**src/rtl/mux_scan_sequencer.sv**
```systemverilog
// rtl/mux_scan_sequencer.sv - round-robin scan sequencer for a 7-input sensor mux
//
// Purpose:
//    Steps through the enabled mux channels 0..5 in round-robin order. For each channel
//    it drives the mux select code, waits SETTLE_CYCLES, captures the mux output and
//    offers it downstream on a valid/ready handshake. Error-mode reads (select 5'b11111,
//    reported as channel 6) pre-empt channel reads.
//
// Ports:
//    clk           in   1       clock, all state changes on the rising edge
//    rst           in   1       synchronous reset, active high
//    enable        in   1       run scanning; low stops after the current sample
//    ch_mask       in   6       bit i set -> channel i is scanned
//    error_req     in   1       level request for an error-mode read
//    mux_select    out  5       select code driven to the mux
//    mux_data      in   DATA_W  mux output
//    sample_data   out  DATA_W  captured sample
//    sample_ch     out  3       channel of the sample (0..5, 6 = error read)
//    sample_valid  out  1       sample available
//    sample_ready  in   1       downstream accepts the sample
//    busy          out  1       sequencer is not idle
//    error_active  out  1       error read in progress or awaiting handshake

module mux_scan_sequencer #(
   parameter int SETTLE_CYCLES = 2,
   parameter int DATA_W        = 8
) (
   input  logic              clk,
   input  logic              rst,
   input  logic              enable,
   input  logic [5:0]        ch_mask,
   input  logic              error_req,
   output logic [4:0]        mux_select,
   input  logic [DATA_W-1:0] mux_data,
   output logic [DATA_W-1:0] sample_data,
   output logic [2:0]        sample_ch,
   output logic              sample_valid,
   input  logic              sample_ready,
   output logic              busy,
   output logic              error_active
);

   localparam logic [1:0] ST_IDLE       = 2'd0;
   localparam logic [1:0] ST_SETTLE     = 2'd1;
   localparam logic [1:0] ST_HOLD       = 2'd2;
   localparam logic [1:0] ST_ERR_SETTLE = 2'd3;

   // The counter only has to reach SETTLE_CYCLES-1.
   localparam int CNT_W = (SETTLE_CYCLES > 1) ? $clog2(SETTLE_CYCLES) : 1;
   localparam logic [CNT_W-1:0] CNT_LAST = CNT_W'(SETTLE_CYCLES - 1);

   localparam logic [2:0] ERR_CH  = 3'd6;
   localparam logic [4:0] SEL_ERR = 5'b11111;

   logic [1:0]        state_q, state_d;
   logic [CNT_W-1:0]  cnt_q, cnt_d;
   logic [2:0]        ptr_q, ptr_d;
   logic [2:0]        ch_q, ch_d;
   logic [4:0]        sel_q, sel_d;
   logic [DATA_W-1:0] data_q, data_d;
   logic [2:0]        sch_q, sch_d;
   logic              valid_q, valid_d;
   logic              err_q, err_d;

   logic [2:0]        pick_ch;
   logic              hit_hi;

   // Channel 0 shares the all-zero select code with the reset value.
   function automatic logic [4:0] sel_code(input logic [2:0] ch);
      case (ch)
         3'd0:    sel_code = 5'b00000;
         3'd1:    sel_code = 5'b00001;
         3'd2:    sel_code = 5'b00010;
         3'd3:    sel_code = 5'b00100;
         3'd4:    sel_code = 5'b01000;
         3'd5:    sel_code = 5'b10000;
         default: sel_code = 5'b00000;
      endcase
   endfunction

   // Lowest enabled channel at or above the pointer; if none, wrap to the lowest
   // enabled channel overall. Descending loops leave the lowest hit as the winner.
   always_comb begin
      pick_ch = 3'd0;
      hit_hi  = 1'b0;
      for (int i = 5; i >= 0; i--) begin
         if (ch_mask[3'(i)] && (3'(i) >= ptr_q)) begin
            pick_ch = 3'(i);
            hit_hi  = 1'b1;
         end
      end
      if (!hit_hi) begin
         for (int i = 5; i >= 0; i--) begin
            if (ch_mask[3'(i)]) begin
               pick_ch = 3'(i);
            end
         end
      end
   end

   always_comb begin
      state_d = state_q;
      cnt_d   = cnt_q;
      ptr_d   = ptr_q;
      ch_d    = ch_q;
      sel_d   = sel_q;
      data_d  = data_q;
      sch_d   = sch_q;
      valid_d = valid_q;
      err_d   = err_q;

      case (state_q)
         ST_IDLE: begin
            if (error_req) begin
               sel_d   = SEL_ERR;
               err_d   = 1'b1;
               cnt_d   = '0;
               state_d = ST_ERR_SETTLE;
            end else if (enable && (ch_mask != 6'd0)) begin
               ch_d    = pick_ch;
               sel_d   = sel_code(pick_ch);
               cnt_d   = '0;
               state_d = ST_SETTLE;
            end
         end

         ST_SETTLE: begin
            cnt_d = cnt_q + CNT_W'(1);
            // An error request abandons the channel read; ptr stays put so the
            // same channel is retried after the error sample.
            if (error_req) begin
               sel_d   = SEL_ERR;
               err_d   = 1'b1;
               cnt_d   = '0;
               state_d = ST_ERR_SETTLE;
            end else if (cnt_q == CNT_LAST) begin
               data_d  = mux_data;
               sch_d   = ch_q;
               valid_d = 1'b1;
               state_d = ST_HOLD;
            end
         end

         ST_ERR_SETTLE: begin
            cnt_d = cnt_q + CNT_W'(1);
            if (cnt_q == CNT_LAST) begin
               data_d  = mux_data;
               sch_d   = ERR_CH;
               valid_d = 1'b1;
               state_d = ST_HOLD;
            end
         end

         ST_HOLD: begin
            if (sample_ready) begin
               valid_d = 1'b0;
               state_d = ST_IDLE;
               if (sch_q == ERR_CH) begin
                  err_d = 1'b0;
               end else begin
                  ptr_d = (ch_q == 3'd5) ? 3'd0 : ch_q + 3'd1;
               end
            end
         end

         default: state_d = ST_IDLE;
      endcase
   end

   always_ff @(posedge clk) begin
      if (rst) begin
         state_q <= ST_IDLE;
         cnt_q   <= '0;
         ptr_q   <= 3'd0;
         ch_q    <= 3'd0;
         sel_q   <= 5'b00000;
         data_q  <= '0;
         sch_q   <= 3'd0;
         valid_q <= 1'b0;
         err_q   <= 1'b0;
      end else begin
         state_q <= state_d;
         cnt_q   <= cnt_d;
         ptr_q   <= ptr_d;
         ch_q    <= ch_d;
         sel_q   <= sel_d;
         data_q  <= data_d;
         sch_q   <= sch_d;
         valid_q <= valid_d;
         err_q   <= err_d;
      end
   end

   assign mux_select   = sel_q;
   assign sample_data  = data_q;
   assign sample_ch    = sch_q;
   assign sample_valid = valid_q;
   assign error_active = err_q;
   assign busy         = (state_q != ST_IDLE);

endmodule

```
**config.mk**
```make
export PLATFORM = sky130hd
export DESIGN_NAME = mux_scan_sequencer
export DESIGN_NICKNAME = d
export VERILOG_FILES = /design/src/rtl/mux_scan_sequencer.sv
export SDC_FILE = /design/constraint.sdc
export NUM_CORES = 1
export LEC_CHECK = 0
export CORE_MARGIN = 1
export CORE_UTILIZATION = 44
export DETAILED_ROUTE_END_ITERATION = 16
export HOLD_SLACK_MARGIN = 0.08
export PLACE_DENSITY = 0.78
export SLEW_MARGIN = 20
export SYNTH_ARGS = -nofsm -noshare
export SYNTH_HDL_FRONTEND = slang
export SYNTH_SLANG_ARGS = --single-unit
```
**constraint.sdc**
```tcl
create_clock -name clk -period 1.73 [get_ports clk]
set_input_delay 0.346 -clock clk [delete_from_list [all_inputs] [get_ports clk]]
set_output_delay 0.346 -clock clk [all_outputs]
set_load 0.05 [all_outputs]
```
==> results of run 1 <==
## area by class of cell
cell class | instances | share of cell area
inverter | 6 | 0.0133
tap | 28 | 0.0206
timing repair buffer | 55 | 0.294
multi-input combinational | 101 | 0.360
sequential | 25 | 0.295
clock buffer | 3 | 0.0133
clock inverter | 1 | 0.00442
## stage by stage
| stage | total power (W) | worst slack (ns) | setup TNS (ns) | cells |
|---|---|---|---|---|
| floorplan | 0.000827 | 0.143 | 0 | 139 |
| global placement | 0.000965 | -0.313 | -2.01 | 213 |
| detailed placement | 0.000973 | -0.351 | -2.35 | 213 |
| CTS | 0.00124 | 0.00392 | 0 | 217 |
| global route | 0.00132 | 0.0595 | 0 | 219 |
| finish | 0.00126 | 0.106 | 0 | 219 |
## worst min-delay path by stage
stage | start | end | slack (ns)
3_3_place_gp | sample_data[0] | sample_data[0] | 0.44
4_1_cts | sample_data[5] | sample_data[5] | 0.47
5_1_grt | sample_data[1] | sample_data[1] | 0.50
3_5_place_dp | sample_data[5] | sample_data[5] | 0.45
2_1_floorplan | ch_q[1] | ch_q[1] | 0.47
6_report | sample_data[5] | sample_data[5] | 0.47
## critical path, delay by kind of cell
| kind | cells | cell delay (ns) |
|---|---|---|
| and+or+nand+nor | 2 | 0.42 |
| buffers and inverters | 1 | 0.46 |
| AOI/OAI and AO/OA | 3 | 0.63 |
## placed cells by master (no fill, tap or decap), types with 2 or more instances in the layout
cell | synthesis | final
nand2_1 | 23 | 23
a221oi_2 | 0 | 2
clkdlybuf4s50_1 | 0 | 13
nor2b_1 | 2 | 2
or2_2 | 2 | 2
o21bai_1 | 3 | 2
buf_12 | 0 | 2
nand3_1 | 3 | 3
dlymetal6s2s_1 | 0 | 5
inv_1 | 6 | 6
a21oi_1 | 22 | 22
clkbuf_4 | 0 | 3
dfxtp_1 | 25 | 25
nor3_1 | 4 | 4
o21ai_0 | 5 | 5
a211oi_1 | 2 | 2
mux2i_1 | 3 | 3
buf_4 | 1 | 34
nand2b_1 | 2 | 2
nor2_1 | 15 | 14
## registers in the layout, summed over array words and instances, names as in the netlist, 2 cells and up
register and count:
ptr_q 3, ch_q 2, mux_select 4, sample_data 8
state_q 2, sample_ch 3
## cells by family after synthesis
| logic type | count (synthesis) | synth area share |
|---|---|---|
| adders and majority gates | 1 | 0.0112 |
| DFF | 25 | 0.447 |
| muxes | 3 | 0.0268 |
| and+or+nand+nor | 54 | 0.215 |
| AOI/OAI and AO/OA | 43 | 0.251 |
| buffers and inverters | 13 | 0.0492 |
## power groups by stage
stage | Combinational, W | Clock (W) | Sequential, W
floorplan | 0.000138 | 0 | 0.000688
global placement | 0.000326 | 0 | 0.000639
detailed placement | 0.000332 | 0 | 0.000641
CTS | 0.000335 | 0.000279 | 0.000628
global route | 0.000380 | 0.000305 | 0.000633
finish | 0.000357 | 0.000274 | 0.000629
## repair_timing
item,CTS,global route
buffers inserted,0,2
endpoints found under the setup margin,1,6
resized for setup,1,14
cloned,0,0
pin swaps,0,7
## metal layers
metal  GRT usage  part of all wire
met5           0                 0
met4      0.0702             0.012
met3      0.0261             0.029
met2       0.373              0.50
met1       0.262              0.46
==> metrics.md, run 1 <==
| Metric | Value |
|---|---|
| Worst Path Class, Setup | `in2reg` |
| Finished Cell Area | `approximately 1700 µm²` |
| Worst Setup EP | `mux_select[1]` |
| Post-synthesis average cell area | `8.05 µm²` |
| Die Y | `52.4 µm` |
| Synth top cells by count | `25 x dfxtp_1, 23 x nand2_1, 22 x a21oi_1` |
| R2R depth | `5` |
| DRC viols | `0` |
| Outcome | `completed` |
| Final Hold Viols | `0` |
| Synth Instances | `about 140` |
| Area fraction of the dominant cell type after synthesis | `0.447` |
| Area Overhead vs Synth | `51.8%` |
| Hpwl dp | `~2.1 mm` |
| Drt initial violations | `24` |
| Post-synth ARST share | `0` |
| Initial Utilization | `0.487` |
| Worst Setup Start Kind | `input port` |
| Largest net degree at the start of global routing | `20` |
| Area after DPL | `1590 µm²` |
| Via density | `~5.2` |
| Clock Sinks | `25` |
| Final setup viols | `0` |
| Worst hold margin | `about 0.47 ns` |
| Synth Register Bits | `25` |
| Power density over the cells | `roughly 740 nW/µm²` |
| CTS Buf Count | `3` |
| R2r startpoint | `ptr_q[1]` |
| Root buffer cell | `clkbuf_4` |
| Final net count | `212` |
| Peak VDD IR | `486 µV` |
| Worst skew pair latency | `about 0.33 ns` |
| Distinct cells, synth | `32` |
| Slew HR | `0.747` |
| Req. time, crit path | `between 1.5 and 2 ns` |
| Per-cell routed wire length | `between 10 and 15 µm` |
| Worst setup EP type | `flop` |
| Post-synthesis sequential area ratio | `0.447` |
| Cells taking the most area after synthesis | `dfxtp_1 45%, a21oi_1 9.8%, nand2_1 7.7%` |
| # port buffers | `37` |
| Share of post-route cells with drive strength above 1 | `0.272` |
| Delay of the slowest critical-path stage | `about 0.46 ns` |
| Switching share of power | `0.323` |
| Synth Warn # | `0` |
| Vias in the first global route | `1064` |
| Capture point of the worst reg-to-reg path | `mux_select[2]` |
| Worst-path fanout max | `5` |
| Hold_buf cts | `0` |
| Hold path depth | `2` |
| F_max | `~620 MHz` |
| Gpl congestion | `~0.74` |
| Total Routed Length | `2.76 mm` |
| Fin crit period | `about 1.6 ns` |
| Share of power burned in registers | `0.499` |
| MaxCap Viol Count | `0` |
| Synthesized cell area | `~1100 µm²` |
| Crit path DAT | `1.86 ns` |
| Worst Hold Class | `reg2reg` |
| Post-synth EDFFs | `0` |
| CP startpoint | `ch_mask[0]` |
| Sw power | `roughly 0.00041 W` |
| Grt ovf | `0` |
| Clock buffer depth | `2` |
| First-pass GRT wire length | `4.36 mm` |
| Most numerous cell in the Yosys netlist | `dfxtp_1` |
| Period Utilization, post-route | `0.939` |
| Total track usage | `0.212` |
| Routed vias | `~1100` |
| Clk pin slew, worst setup/hold paths | `~0.15 ns` |
| Area occupied by multi-input gates | `611 µm²` |
| Top FF cell, synth | `dfxtp_1` |
| Core region area | `2300 µm²` |
| Row count | `17` |
| Unrepaired setup endpoints after global routing | `false` |
| Reg2reg setup slack | `~0.20 ns` |
| Slew @ Worst Pin | `roughly 0.38 ns` |
| Fin. max-slew vios | `0` |
| Pint | `~0.00085 W` |
| CTS tree | `built` |
| Clock power share | `0.218` |
| Combinational Power Share | `0.283` |
| IO Count | `38` |
| Die span in x | `52.4 µm` |
| Post-DRT Antenna Nets | `0` |
| Diodes inserted | `0` |
| Register Area | `500 µm²` |
| Filler Cell Count | `171` |
| Initial antenna violation count | `0` |
| Router iterations before antenna repair | `4` |
| CTS H-tree depth | `1` |
| Syn nets | `approximately 160` |
| Final core occ | `0.739` |
| Lkg Pwr | `0.724 nW` |
| Largest area contributor in the synthesized netlist | `dfxtp_1` |
| Crit-path slowest cell | `clkdlybuf4s50_1` |
| Die ar. | `between 2000 and 3000 µm²` |
| Clock skew | `about 0.0086 ns` |
| Critical path, cell by cell | `clkdlybuf4s50_1 > or2_2 > o211ai_4 > a211oi_4 > a221oi_2 > nor2_1` |
(Power assumes the default switching activity.)
==> inputs of run 2 (changes only) <==
--- a/config.mk
+++ b/config.mk
@@ -9,6 +9,7 @@
 export CORE_UTILIZATION = 44
 export DETAILED_ROUTE_END_ITERATION = 16
 export HOLD_SLACK_MARGIN = 0.08
+export MAX_ROUTING_LAYER = met4
 export PLACE_DENSITY = 0.78
 export SLEW_MARGIN = 20
 export SYNTH_ARGS = -nofsm -noshare
==> run 2 against run 1 <==
Compared with the run above:
- clock-buffer cell count unchanged
- sequential share of layout area is the same
- critical path type unchanged
- worst setup slack is essentially flat
- final cell count is the same
- non-clock buffer count unchanged
- largest power group unchanged
==> metrics.md, run 2 (synthesis gave the netlist of run 1 again) <==
| Metric | Value |
|---|---|
| Outcome | `completed` |
| Hpwl dp | `~2.1 mm` |
| Die span in x | `roughly 52 µm` |
| Vias in the first global route | `1064` |
| Placed insts | `between 200 and 250` |
| Worst Hold Class | `reg2reg` |
| Most common cell after layout, fill and taps aside | `buf_4` |
| Final core occ | `0.739` |
| Final Hold Viols | `0` |
| Lkg Pwr | `between 0.7 and 0.8 nW` |
| Largest net degree at the start of global routing | `20` |
| Die ar. | `about 2700 µm²` |
| CTS tree | `built` |
| Crit-path slowest cell | `clkdlybuf4s50_1` |
| Worst Setup Start Kind | `input port` |
| Most frequent cells in the layout | `34 x buf_4, 25 x dfxtp_1, 23 x nand2_1, 22 x a21oi_1, 14 x nor2_1` |
| Gpl congestion | `0.754` |
| Period Utilization, post-route | `0.938` |
| Area Overhead vs Synth | `51.8%` |
| DRC viols | `0` |
| Final net count | `212` |
| Die Y | `between 50 and 60 µm` |
| Fin cells | `219` |
| Core region area | `approximately 2300 µm²` |
| IO Count | `38` |
| Fin. max-slew vios | `0` |
| Worst setup EP type | `flop` |
| Pwr Total | `between 0.001 and 0.0015 W` |
| Req. time, crit path | `1.96 ns` |
| Delay of the slowest critical-path stage | `~0.46 ns` |
| Final setup viols | `0` |
| Row count | `17` |
| Hold_buf cts | `0` |
| CTS Buf Count | `3` |
| Peak VDD IR | `approximately 500 µV` |
| Diodes inserted | `0` |
| Worst-path fanout max | `5` |
| Routed vias | `~1200` |
| Critical path, cell by cell | `clkdlybuf4s50_1 > or2_2 > o211ai_4 > a211oi_4 > a221oi_2 > nor2_1` |
| Largest register FFs | `8` |
| F_max | `slightly above 600 MHz` |
| Fin crit period | `~1.6 ns` |
| Root buffer cell | `clkbuf_4` |
| Share of post-route cells with drive strength above 1 | `0.272` |
| Clk pin slew, worst setup/hold paths | `around 0.15 ns` |
| Initial antenna violation count | `0` |
| Clock buffer depth | `2` |
| Per-cell routed wire length | `12.6 µm` |
| Worst skew pair latency | `between 0.3 and 0.4 ns` |
| Drt initial violations | `24` |
| Crit path DAT | `1.86 ns` |
| Grt ovf | `0` |
| Clock skew | `0.00883 ns` |
| CTS H-tree depth | `1` |
| Slew @ Worst Pin | `~0.38 ns` |
| First-pass GRT wire length | `between 4 and 5 mm` |
| MaxCap Viol Count | `0` |
| Unrepaired setup endpoints after global routing | `false` |
| Via density | `5.26` |
| Slew HR | `0.747` |
| Worst Path Class, Setup | `in2reg` |
| Clock Sinks | `25` |
| Total track usage | `0.217` |
| Router iterations before antenna repair | `4` |
| Post-DRT Antenna Nets | `0` |
| Total Routed Length | `between 2 and 3 mm` |
| Power density over the cells | `~740 nW/µm²` |
| Initial Utilization | `0.487` |
| Reg2reg setup slack | `around 0.20 ns` |
| # port buffers | `37` |
==> run 2: per-layer routing <==
metal	share of wire	wire length (µm)	track usage
met1	0.45	1240	0.262
met2	0.51	1400	0.373
met3	0.029	80	0.0261
met4	0.012	33	0.0702
met5	0	0	-
==> run 2: layout make-up <==
cell class | instances | area [µm²]
fill | 171 | 599
clock buffer | 3 | 22.5
sequential | 25 | 500
inverter | 6 | 22.5
multi-input combinational | 101 | 611
timing repair buffer | 55 | 499
clock inverter | 1 | 7.51
tap | 28 | 35.0
==> run 2: worst paths after layout <==
check / depth (start not counted) / endpoint / startpoint
setup / recovery: 6 / mux_select[1] / ch_mask[0]
hold / removal: 2 / sample_data[5] / sample_data[5]
setup reg to reg: 5 / mux_select[2] / ptr_q[1]
hold reg to reg: 2 / sample_data[5] / sample_data[5]
==> run 2: critical path: cells and delay by family <==
kind	cells	cell delay, ns
AO/OA/AOI/OAI	3	0.63
buffers and inverters	1	0.46
AND/OR/NAND/NOR	2	0.42
==> run 2: where the power goes <==
| group | switching [W] | total [W] | internal, W |
|---|---|---|---|
| registers | 0.0000252 | 0.000629 | 0.000604 |
| clock network | 0.000185 | 0.000274 | 0.0000885 |
| logic | 0.000196 | 0.000356 | 0.000161 |
==> run 2: per-stage QoR <==
| stage | setup slack, ns | instance area [µm²] | TNS [ns] | hold slack, ns |
|---|---|---|---|---|
| detailed placement | -0.351 | 1590 | -2.35 | 0.452 |
| floorplan | 0.143 | 1120 | 0 | 0.471 |
| global placement | -0.313 | 1590 | -2.01 | 0.444 |
| CTS | 0.00392 | 1620 | 0 | 0.470 |
| finish | 0.107 | 1700 | 0 | 0.468 |
| global route | 0.0595 | 1700 | 0 | 0.497 |
==> run 2: what timing repair did <==
action	4_1_cts	5_1_grt
endpoints found under the setup margin	1	6
resized for setup	1	14
buffers inserted	0	2
hold endpoints to repair	0	0
gates cloned	0	0
pin swaps	0	7
